File: config.mk
export PLATFORM = sky130hd
export DESIGN_NAME = rapcore_wb_master
export DESIGN_NICKNAME = d
export VERILOG_FILES = /design/src/rtl/rapcore_wb_pkg.sv /design/src/rtl/rapcore_sync_fifo.sv /design/src/rtl/rapcore_wb_master.sv
export SDC_FILE = /design/constraint.sdc
export NUM_CORES = 1
export LEC_CHECK = 0
export CORE_AREA = 5 5 228 230
export CTS_CLUSTER_SIZE = 8
export DETAILED_ROUTE_END_ITERATION = 16
export DIE_AREA = 0 0 233 235
export SLEW_MARGIN = 25
export SYNTH_ARGS = -nofsm -noshare
export SYNTH_HDL_FRONTEND = slang
export SYNTH_SLANG_ARGS = --single-unit
File: constraint.sdc
create_clock -name wb_clk_i -period 2.85 [get_ports wb_clk_i]
set_input_delay 0.4275 -clock wb_clk_i [delete_from_list [all_inputs] [get_ports wb_clk_i]]
set_output_delay 0.4275 -clock wb_clk_i [all_outputs]
set_load 0.02 [all_outputs]
File: src/rtl/rapcore_wb_pkg.sv
// Shared types and constants for the Wishbone classic-cycle initiator.
package rapcore_wb_pkg;

  localparam int unsigned WB_AW = 32;
  localparam int unsigned WB_DW = 32;
  localparam int unsigned WB_SW = 4;

  // Initiator FSM states
  typedef enum logic [1:0] {
    IDLE = 2'd0,
    BUS  = 2'd1,
    RESP = 2'd2
  } wb_state_e;

  // One queued bus command
  typedef struct packed {
    logic             we;
    logic [WB_SW-1:0] sel;
    logic [WB_AW-1:0] adr;
    logic [WB_DW-1:0] dat;
  } wb_cmd_t;

  localparam int unsigned CMD_W = 1 + WB_SW + WB_AW + WB_DW;

endpackage

File: src/rtl/rapcore_sync_fifo.sv
// Synchronous FIFO with full/empty flags and registered read data.
// Ports:
//   clk, rst_n       clock, async active-low reset
//   wr_en, wr_data   push (ignored when full)
//   rd_en, rd_data   pop (ignored when empty); rd_data valid the cycle after rd_en
//   full, empty      occupancy flags derived from the pointers
module rapcore_sync_fifo #(
  parameter int unsigned WIDTH = 8,
  parameter int unsigned DEPTH = 4
) (
  input  logic             clk,
  input  logic             rst_n,
  input  logic             wr_en,
  input  logic [WIDTH-1:0] wr_data,
  input  logic             rd_en,
  output logic [WIDTH-1:0] rd_data,
  output logic             full,
  output logic             empty
);

  localparam int unsigned AW = $clog2(DEPTH);
  localparam int unsigned PW = AW + 1;

  logic [PW-1:0]    wr_ptr;
  logic [PW-1:0]    rd_ptr;
  logic [WIDTH-1:0] mem [DEPTH];
  logic             wr_fire;
  logic             rd_fire;

  // Extra pointer MSB tells a full buffer from an empty one
  assign full    = (wr_ptr[AW] != rd_ptr[AW]) && (wr_ptr[AW-1:0] == rd_ptr[AW-1:0]);
  assign empty   = (wr_ptr == rd_ptr);
  assign wr_fire = wr_en && !full;
  assign rd_fire = rd_en && !empty;

  // Storage array, no reset needed
  always_ff @(posedge clk) begin
    if (wr_fire) begin
      mem[wr_ptr[AW-1:0]] <= wr_data;
    end
  end

  // Pointers and read register
  always_ff @(posedge clk or negedge rst_n) begin
    if (!rst_n) begin
      wr_ptr  <= '0;
      rd_ptr  <= '0;
      rd_data <= '0;
    end else begin
      if (wr_fire) begin
        wr_ptr <= wr_ptr + PW'(1);
      end
      if (rd_fire) begin
        rd_data <= mem[rd_ptr[AW-1:0]];
        rd_ptr  <= rd_ptr + PW'(1);
      end
    end
  end

endmodule

File: src/rtl/rapcore_wb_master.sv
// Wishbone classic-cycle initiator: valid/ready commands in, one single-beat
// bus cycle per command, one response per command out. A watchdog ends
// cycles the slave never acknowledges.
// Ports:
//   wb_clk_i, wb_rst_ni          clock, async active-low reset
//   cmd_*                        command stream (valid/ready)
//   rsp_*                        response stream (valid/ready), rsp_err = timeout
//   busy                         work in flight or queued
//   wbm_*_o / wbm_ack_i, dat_i   Wishbone initiator port
module rapcore_wb_master
  import rapcore_wb_pkg::*;
#(
  parameter int unsigned CMD_DEPTH = 4,
  parameter int unsigned TIMEOUT   = 64
) (
  input  logic             wb_clk_i,
  input  logic             wb_rst_ni,
  input  logic             cmd_valid,
  output logic             cmd_ready,
  input  logic             cmd_we,
  input  logic [WB_SW-1:0] cmd_sel,
  input  logic [WB_AW-1:0] cmd_adr,
  input  logic [WB_DW-1:0] cmd_dat,
  output logic             rsp_valid,
  input  logic             rsp_ready,
  output logic [WB_DW-1:0] rsp_dat,
  output logic             rsp_err,
  output logic             busy,
  output logic             wbm_cyc_o,
  output logic             wbm_stb_o,
  output logic             wbm_we_o,
  output logic [WB_SW-1:0] wbm_sel_o,
  output logic [WB_AW-1:0] wbm_adr_o,
  output logic [WB_DW-1:0] wbm_dat_o,
  input  logic             wbm_ack_i,
  input  logic [WB_DW-1:0] wbm_dat_i
);

  localparam int unsigned WD_W = (TIMEOUT == 0) ? 1 : $clog2(TIMEOUT + 1);

  wb_cmd_t          cmd_in;
  wb_cmd_t          fifo_q;
  logic             fifo_full;
  logic             fifo_empty;
  logic             fifo_rd;

  wb_state_e        state_q, state_d;
  logic             fetch_q, fetch_d;
  logic [WD_W-1:0]  wd_q, wd_d;
  logic             wd_expired_c;

  logic             cyc_d;
  logic             we_d;
  logic [WB_SW-1:0] sel_d;
  logic [WB_AW-1:0] adr_d;
  logic [WB_DW-1:0] dat_d;
  logic             rsp_valid_d;
  logic             rsp_err_d;
  logic [WB_DW-1:0] rsp_dat_d;

  assign cmd_in = '{we: cmd_we, sel: cmd_sel, adr: cmd_adr, dat: cmd_dat};

  rapcore_sync_fifo #(
    .WIDTH (CMD_W),
    .DEPTH (CMD_DEPTH)
  ) u_cmd_fifo (
    .clk     (wb_clk_i),
    .rst_n   (wb_rst_ni),
    .wr_en   (cmd_valid),
    .wr_data (cmd_in),
    .rd_en   (fifo_rd),
    .rd_data (fifo_q),
    .full    (fifo_full),
    .empty   (fifo_empty)
  );

  assign cmd_ready = !fifo_full;
  // fetch_q covers the entry already popped but not yet on the bus
  assign busy      = (state_q != IDLE) || !fifo_empty || fetch_q;

  // Watchdog fires on the edge that completes TIMEOUT high cycles of cyc
  assign wd_expired_c = (TIMEOUT != 0) && (wd_q == WD_W'(TIMEOUT - 1));

  // Next-state and datapath
  always_comb begin
    state_d     = state_q;
    fetch_d     = fetch_q;
    wd_d        = wd_q;
    fifo_rd     = 1'b0;
    cyc_d       = wbm_cyc_o;
    we_d        = wbm_we_o;
    sel_d       = wbm_sel_o;
    adr_d       = wbm_adr_o;
    dat_d       = wbm_dat_o;
    rsp_valid_d = rsp_valid;
    rsp_err_d   = rsp_err;
    rsp_dat_d   = rsp_dat;

    case (state_q)
      IDLE: begin
        // Registered FIFO read: pop one cycle, launch the cycle the next
        if (fetch_q) begin
          fetch_d = 1'b0;
          cyc_d   = 1'b1;
          we_d    = fifo_q.we;
          sel_d   = fifo_q.sel;
          adr_d   = fifo_q.adr;
          dat_d   = fifo_q.dat;
          wd_d    = '0;
          state_d = BUS;
        end else if (!fifo_empty) begin
          fifo_rd = 1'b1;
          fetch_d = 1'b1;
        end
      end
      BUS: begin
        if (wbm_ack_i) begin
          cyc_d       = 1'b0;
          rsp_dat_d   = wbm_we_o ? '0 : wbm_dat_i;
          rsp_err_d   = 1'b0;
          rsp_valid_d = 1'b1;
          state_d     = RESP;
        end else if (wd_expired_c) begin
          cyc_d       = 1'b0;
          rsp_dat_d   = '0;
          rsp_err_d   = 1'b1;
          rsp_valid_d = 1'b1;
          state_d     = RESP;
        end else if (wd_q != '1) begin
          wd_d = wd_q + WD_W'(1);
        end
      end
      RESP: begin
        if (rsp_ready) begin
          rsp_valid_d = 1'b0;
          state_d     = IDLE;
        end
      end
      default: begin
        state_d = IDLE;
      end
    endcase
  end

  // State and output registers
  always_ff @(posedge wb_clk_i or negedge wb_rst_ni) begin
    if (!wb_rst_ni) begin
      state_q   <= IDLE;
      fetch_q   <= 1'b0;
      wd_q      <= '0;
      wbm_cyc_o <= 1'b0;
      wbm_stb_o <= 1'b0;
      wbm_we_o  <= 1'b0;
      wbm_sel_o <= '0;
      wbm_adr_o <= '0;
      wbm_dat_o <= '0;
      rsp_valid <= 1'b0;
      rsp_err   <= 1'b0;
      rsp_dat   <= '0;
    end else begin
      state_q   <= state_d;
      fetch_q   <= fetch_d;
      wd_q      <= wd_d;
      wbm_cyc_o <= cyc_d;
      wbm_stb_o <= cyc_d;
      wbm_we_o  <= we_d;
      wbm_sel_o <= sel_d;
      wbm_adr_o <= adr_d;
      wbm_dat_o <= dat_d;
      rsp_valid <= rsp_valid_d;
      rsp_err   <= rsp_err_d;
      rsp_dat   <= rsp_dat_d;
    end
  end

endmodule

### After elaboration in Yosys (flattened, before gate mapping)

Memory sizes are Yosys's and may differ from the RTL's. A register that Yosys moved wholly into a read port is not among the register bits.
Cells that the tools add are included.

| cells by class | value |
|---|---|
| add/subtract/negate cells | 3 |
| multiply operators | 0 |
| div/mod/pow operators | 0 |
| $lt $le $gt $ge | 0 |
| equal/unequal tests | 13 |
| shift-type cells | 0 |
| muxes and demuxes | 27 |
| bitwise operators | 0 |
| reductions and logical operators | 19 |

Operator list:

| kind | number |
|---|---|
| $mux 32 | 3 |
| $mux 7 | 4 |
| $pmux 7 s2 | 1 |
| $mux 1 | 12 |
| $ne 2x2->1 const B | 5 |
| $reduce_and 3->1 | 3 |
| $mux 2 | 4 |
| $reduce_bool 2->1 | 4 |
| $add 7x1->7 const B | 1 |
| $eq 7x6->1 const B | 1 |
| $ne 7x7->1 const B | 1 |
| $add 3x1->3 const B | 2 |
| $pmux 2 s3 | 1 |
| $reduce_and 5->1 | 1 |
| $pmux 1 s2 | 2 |
| $reduce_and 2->1 | 2 |
| $eq 3x3->1 | 1 |
| $logic_and 1x1->1 | 3 |
| $logic_not 1->1 | 3 |
| $ne 3x3->1 const B | 1 |
| $eq 2x1->1 const B | 1 |
| $eq 2x2->1 | 1 |
| $eq 2x2->1 const B | 1 |
| $logic_not 2->1 | 1 |
| other kinds (2) | 3 |

| storage, ports and cells | value |
|---|---|
| bits in registers | 120 |
| latch bits | 0 |
| RAM bits | 276 |
| ROM bits | 0 |
| input port bits | 106 |
| logic and storage cells | 76 |
| memories | 1 |

Memories:

| name | depth | bits a word | read ports | clocked after Yosys merged registers in | write ports | RTL line | source |
|---|---|---|---|---|---|---|---|
| u_cmd_fifo.mem | 4 | 69 | 1 | 1 | 1 | rapcore_sync_fifo.sv:26 | `logic [WIDTH-1:0] mem [DEPTH];` |

### Logic depth before layout (Yosys ltp)

| depth | value |
|---|---|
| depth in word-level cells | 6 |
| depth in mapped cells | 6 |
| mapped depth without buffers | 5 |

### By module

A second synthesis with hierarchy kept.

| second synthesis, totals | value |
|---|---|
| cell total of the unflattened synthesis | 970 |
| area total of the unflattened synthesis | 17,530.6 um^2 |

By module, submodules not included:

| module | instances | cells each | area an instance (um^2) |
|---|---|---|---|
| rapcore_sync_fifo | 1 | 544 | 13,242.7 |
| rapcore_wb_master | 1 | 426 | 4,287.9 |

### Worst setup path before layout

Ideal clock, no wire load.

| timing | value |
|---|---|
| path kind | reg-to-reg |
| from | register u_cmd_fifo.rd_ptr[0] |
| to | memory u_cmd_fifo.mem[3][0] (netlist bit) (enable) |
| library setup time | 0.437 ns |
| data arrival time | 2.761 ns |
| required time | 2.413 ns |
| slack | -0.348 ns |
| cell stages (with the launch flop) | 5 |
| buffers on the path | 1 |
| period minus slack after synthesis | 3.198 ns |
| cell sequence | dfrtp_1 > clkbuf_1 > xnor2_1 > nand3_1 > and3_1 |

| on the way | value |
|---|---|
| cells in the longest elaborated chain, start to end | 6 |

Ends and longest elaborated chain:

| item | RTL line | source |
|---|---|---|
| from (decl) | rapcore_sync_fifo.sv:25 | `logic [PW-1:0] rd_ptr;` |
| from (signal assigned) | rapcore_sync_fifo.sv:55 | `rd_ptr <= rd_ptr + PW'(1);` |
| $eq 2x2->1 | rapcore_sync_fifo.sv:31 | `assign full = (wr_ptr[AW] != rd_ptr[AW]) && (wr_ptr[AW-1:0] == rd_ptr[AW-1:0]);` |
| $logic_and 1x1->1 | rapcore_sync_fifo.sv:31 |  |
| $logic_not 1->1 | - |  |
| named net cmd_ready | rapcore_wb_master.sv:19 | `output logic cmd_ready,` |
| $logic_and 1x1->1 | rapcore_sync_fifo.sv:33 | `assign wr_fire = wr_en && !full;` |
| $mux 1 | rapcore_sync_fifo.sv:38 | `if (wr_fire) begin` |
| $mux 1 (implied by the code) | rapcore_sync_fifo.sv:39 | `mem[wr_ptr[AW-1:0]] <= wr_data;` |
| to (decl) | rapcore_sync_fifo.sv:26 |  |

The timed path passes the listed nets, and every way through them passes these cells.

### Final worst setup path

| timing | value |
|---|---|
| from | register u_cmd_fifo.rd_ptr[0] |
| to | output port cmd_ready |

| on the way | value |
|---|---|
| cells in the longest elaborated chain, start to end | 3 |

Ends and longest elaborated chain:

| item | RTL line | source |
|---|---|---|
| $eq 2x2->1 | rapcore_sync_fifo.sv:31 |  |
| $logic_and 1x1->1 | rapcore_sync_fifo.sv:31 |  |
| $logic_not 1->1 | rapcore_wb_master.sv:77 | `assign cmd_ready = !fifo_full;` |
| to (decl) | rapcore_wb_master.sv:19 |  |

Every way passes these cells.

==> metrics.txt <==
Final Slew Violations 0; fin crit period 2.66 ns; leakage 8.33 nW; NumNets Final 1331; initial antenna violation count 6; share of cells above drive strength 1 0.191; die height 235 µm; Worst Path Max Fanout 6; gr ovfl total 0; Clock Sinks 465; final core occ 0.446; Layout area overhead 29.1%; ys async rst share 0.406; # setup viols final 0; TritonCTS clock tree yes; Slew @ Worst Pin 1.00 ns; Sw Ratio 0.310; Top Ports 213; placed standard-cell area 20200 µm²; CP endpoint kind output port; core footprint 49700 µm²; pin count of the biggest net entering global routing 75; WL final 37800 µm; WP data required 2.42 ns; RePlAce Congestion 0.714; Post-Syn Instances 964; Die Span X 233 µm; Yosys reg bits 465; final hold slack 0.435 ns; Clock transition at path regs 0.05 ns; status completed; R2R cell count 4; number of cell rows 82; Bufs on Longest Clock Path 3; area share of the leading cell type in the synthesized netlist 0.483; NetSw 8.14 mW; Worst Setup SP u_cmd_fifo.rd_ptr[0]$_DFFE_PN0P_; R2R setup slack 0.47 ns; vias in the first global route 9912; worst min path class input pin to asynchronous set/reset pin; post-route DRC violation count 0; final antenna-violating net count 0; max-cap violations 0; yosys warns 0; Post-CTS Setup Bufs 0; Clk pwr share 0.276; Fin. Hold Viols 0; via/cell ratio 4.69; number of DRC markers in iteration 0 518; H-tree depth 3; Final period util 0.932; VDD IR max 0.853 mV; worst flop-to-flop path startpoint u_cmd_fifo.rd_ptr[1]$_DFFE_PN0P_; Distinct cells, synth 34; Setup Skew 0.0202 ns; top_reg_cell synth edfxtp_1; Worst Slack Setup Final 0.193 ns; Port Buffers 212; worst skew pair latency 0.57 ns; CTS Buf Count 68; startpoint types register; Internal 18.1 mW; DR vias 9100; first-pass GRT wire length 59400 µm; top cell type by total area after synthesis edfxtp_1; fmax 0.376 GHz; share of power burned in registers 0.396; routed len/inst 19.5 µm; fillers 4440; Worst R2R End u_cmd_fifo.rd_data[8]$_DFFE_PN0P_; P per Cell Area 1190 nW/µm²; number of enable flip-flop cells after synthesis 276; DR pass1 iterations 6; ranking of synthesized cells by area edfxtp_1 (48%), dfrtp_1 (28%), mux4_2 (9.1%), nand2_1 (4.7%), mux2_2 (4.3%); Die ar. 54800 µm²; GR Util All Layers 0.140; Avg Cell Area, Syn 17.8 µm²; relative slew slack 0.332; Comb pwr share 0.328; crit path capture cmd_ready; post-synthesis cell area 17100 µm²; sequential cell area fraction in the yosys report 0.759; Critical Path AT 2.23 ns; crit path kind register to output port; dpl ws 0.454 ns; Final TNS setup 0 ns; DP HPWL 20800 µm; Synth Net Count 1076; Final Instance Area 22100 µm²; unrepaired setup endpoints after global routing false; CTS root buffer clkbuf_16; Initial Util 0.345
-- synthesized netlist by cell type (2+ instances only) --
cell type    n
nor3b_1      2
dfrtp_1    189
o21ai_0      8
nand3_1      5
mux4_2      69
xor2_1       3
nand2b_1     3
ha_1         6
buf_2        8
xnor2_1      5
mux2_2      65
nor2b_1      2
or3_1        5
nand2_1    217
a21oi_1      5
nor2_1       3
edfxtp_1   276
nor3_1       2
and3_1       4
clkbuf_1    25
buf_6        7
a22o_1      32
mux2_1       6
buf_1        5
inv_1        3
-- flip-flops by register name, summed over array words and instances (netlist names), 2 cells and up --
register and flops:
rsp_dat 32, state_q 2, u_cmd_fifo.mem 276, u_cmd_fifo.rd_data 69, u_cmd_fifo.rd_ptr 3, u_cmd_fifo.wr_ptr 3
wbm_adr_o 32, wbm_dat_o 32, wbm_sel_o 4, wd_q 7
-- placed cells by master (no fill, tap or decap), types with 6 or more instances in the layout --
cell             count
mux2_1               6
buf_12               9
clkbuf_1            43
mux2_2              65
edfxtp_1           276
mux4_2              69
o21ai_0              8
buf_4                9
ha_1                 6
a22o_1              32
nand2_1            216
clkbuf_16           69
clkdlybuf4s50_1    210
dfrtp_1            187
-- layer usage --
| layer | global-route usage | wire length, µm | up-vias |
|---|---|---|---|
| met3 | 0.0443 | 2440 | 59 |
| li1 | - | - | 4125 |
| met2 | 0.221 | 18000 | 232 |
| met4 | 0.0469 | 766 | 6 |
| met5 | 0 | 37 | - |
| met1 | 0.186 | 16500 | 4678 |
-- worst max-delay path, cell delays in order, from the launching register on --
cell,delay [ns]
dfrtp_4,0.50
xnor2_2,0.27
nand3_1,0.24
clkdlybuf4s50_1,0.64
-- worst min-delay path by stage --
stage                                            start                         to  slack [ns]  depth (start not counted)
global route                             wbm_dat_i[12]    rsp_dat[12]$_DFFE_PN0P_        0.44                          2
floorplan                                    wb_rst_ni        fetch_q$_DFFE_PN0N_        0.13                          0
finish                                       wb_rst_ni    rsp_dat[20]$_DFFE_PN0P_        0.44                          2
detailed placement  u_cmd_fifo.rd_data[44]$_DFFE_PN0P_  wbm_adr_o[12]$_DFFE_PN0P_        0.45                          2
CTS                                          wb_rst_ni    rsp_dat[20]$_DFFE_PN0P_        0.42                          2
global placement    u_cmd_fifo.rd_data[56]$_DFFE_PN0P_  wbm_adr_o[24]$_DFFE_PN0P_        0.45                          2
-- final cells by class --
type	instances	area [µm²]	area share
antenna	3	7.51	0.000339
clock buffer	113	1900	0.0859
clock inverter	3	25.0	0.00113
inverter	3	11.3	0.000509
multi-input combinational	450	3940	0.178
sequential	465	13000	0.588
tap	672	841	0.0380
timing repair buffer	231	2380	0.108
-- power groups by stage --
stage          sequential [mW]  combinational [mW]  clock [mW]
3_3_place_gp              10.4                8.72           0
3_5_place_dp              10.5                8.82           0
6_report                  10.4                8.62        7.24
2_1_floorplan             11.1                4.84           0
5_1_grt                   10.6                9.40        7.82
4_1_cts                   10.4                8.88        7.49
-- metrics by stage --
stage / total power [mW] / cells
2_1_floorplan: 15.9 / 964
3_3_place_gp: 19.1 / 1820
3_5_place_dp: 19.3 / 1820
4_1_cts: 26.8 / 1937
5_1_grt: 27.8 / 1937
6_report: 26.2 / 1940
-- cells by family (layout without fill, tap and decap cells) --
kind of cell	after synthesis	after routing	share of synthesized area
AOI/OAI and AO/OA	51	51	0.0235
DFF	465	465	0.759
muxes	140	140	0.137
other	0	3	0
buffers and inverters	49	350	0.0146
and+or+nand+nor	245	245	0.0571
xor gates and xnor gates	8	8	0.00409
adders and majority gates	6	6	0.00438
-- repair_timing --
action | CTS | global route
hold endpoints to repair | 59 | 0
endpoints found under the setup margin | 1 | 0
gates resized for setup | 3 | 0
hold buffers | 1 | 0
(Power assumes the default switching activity.)
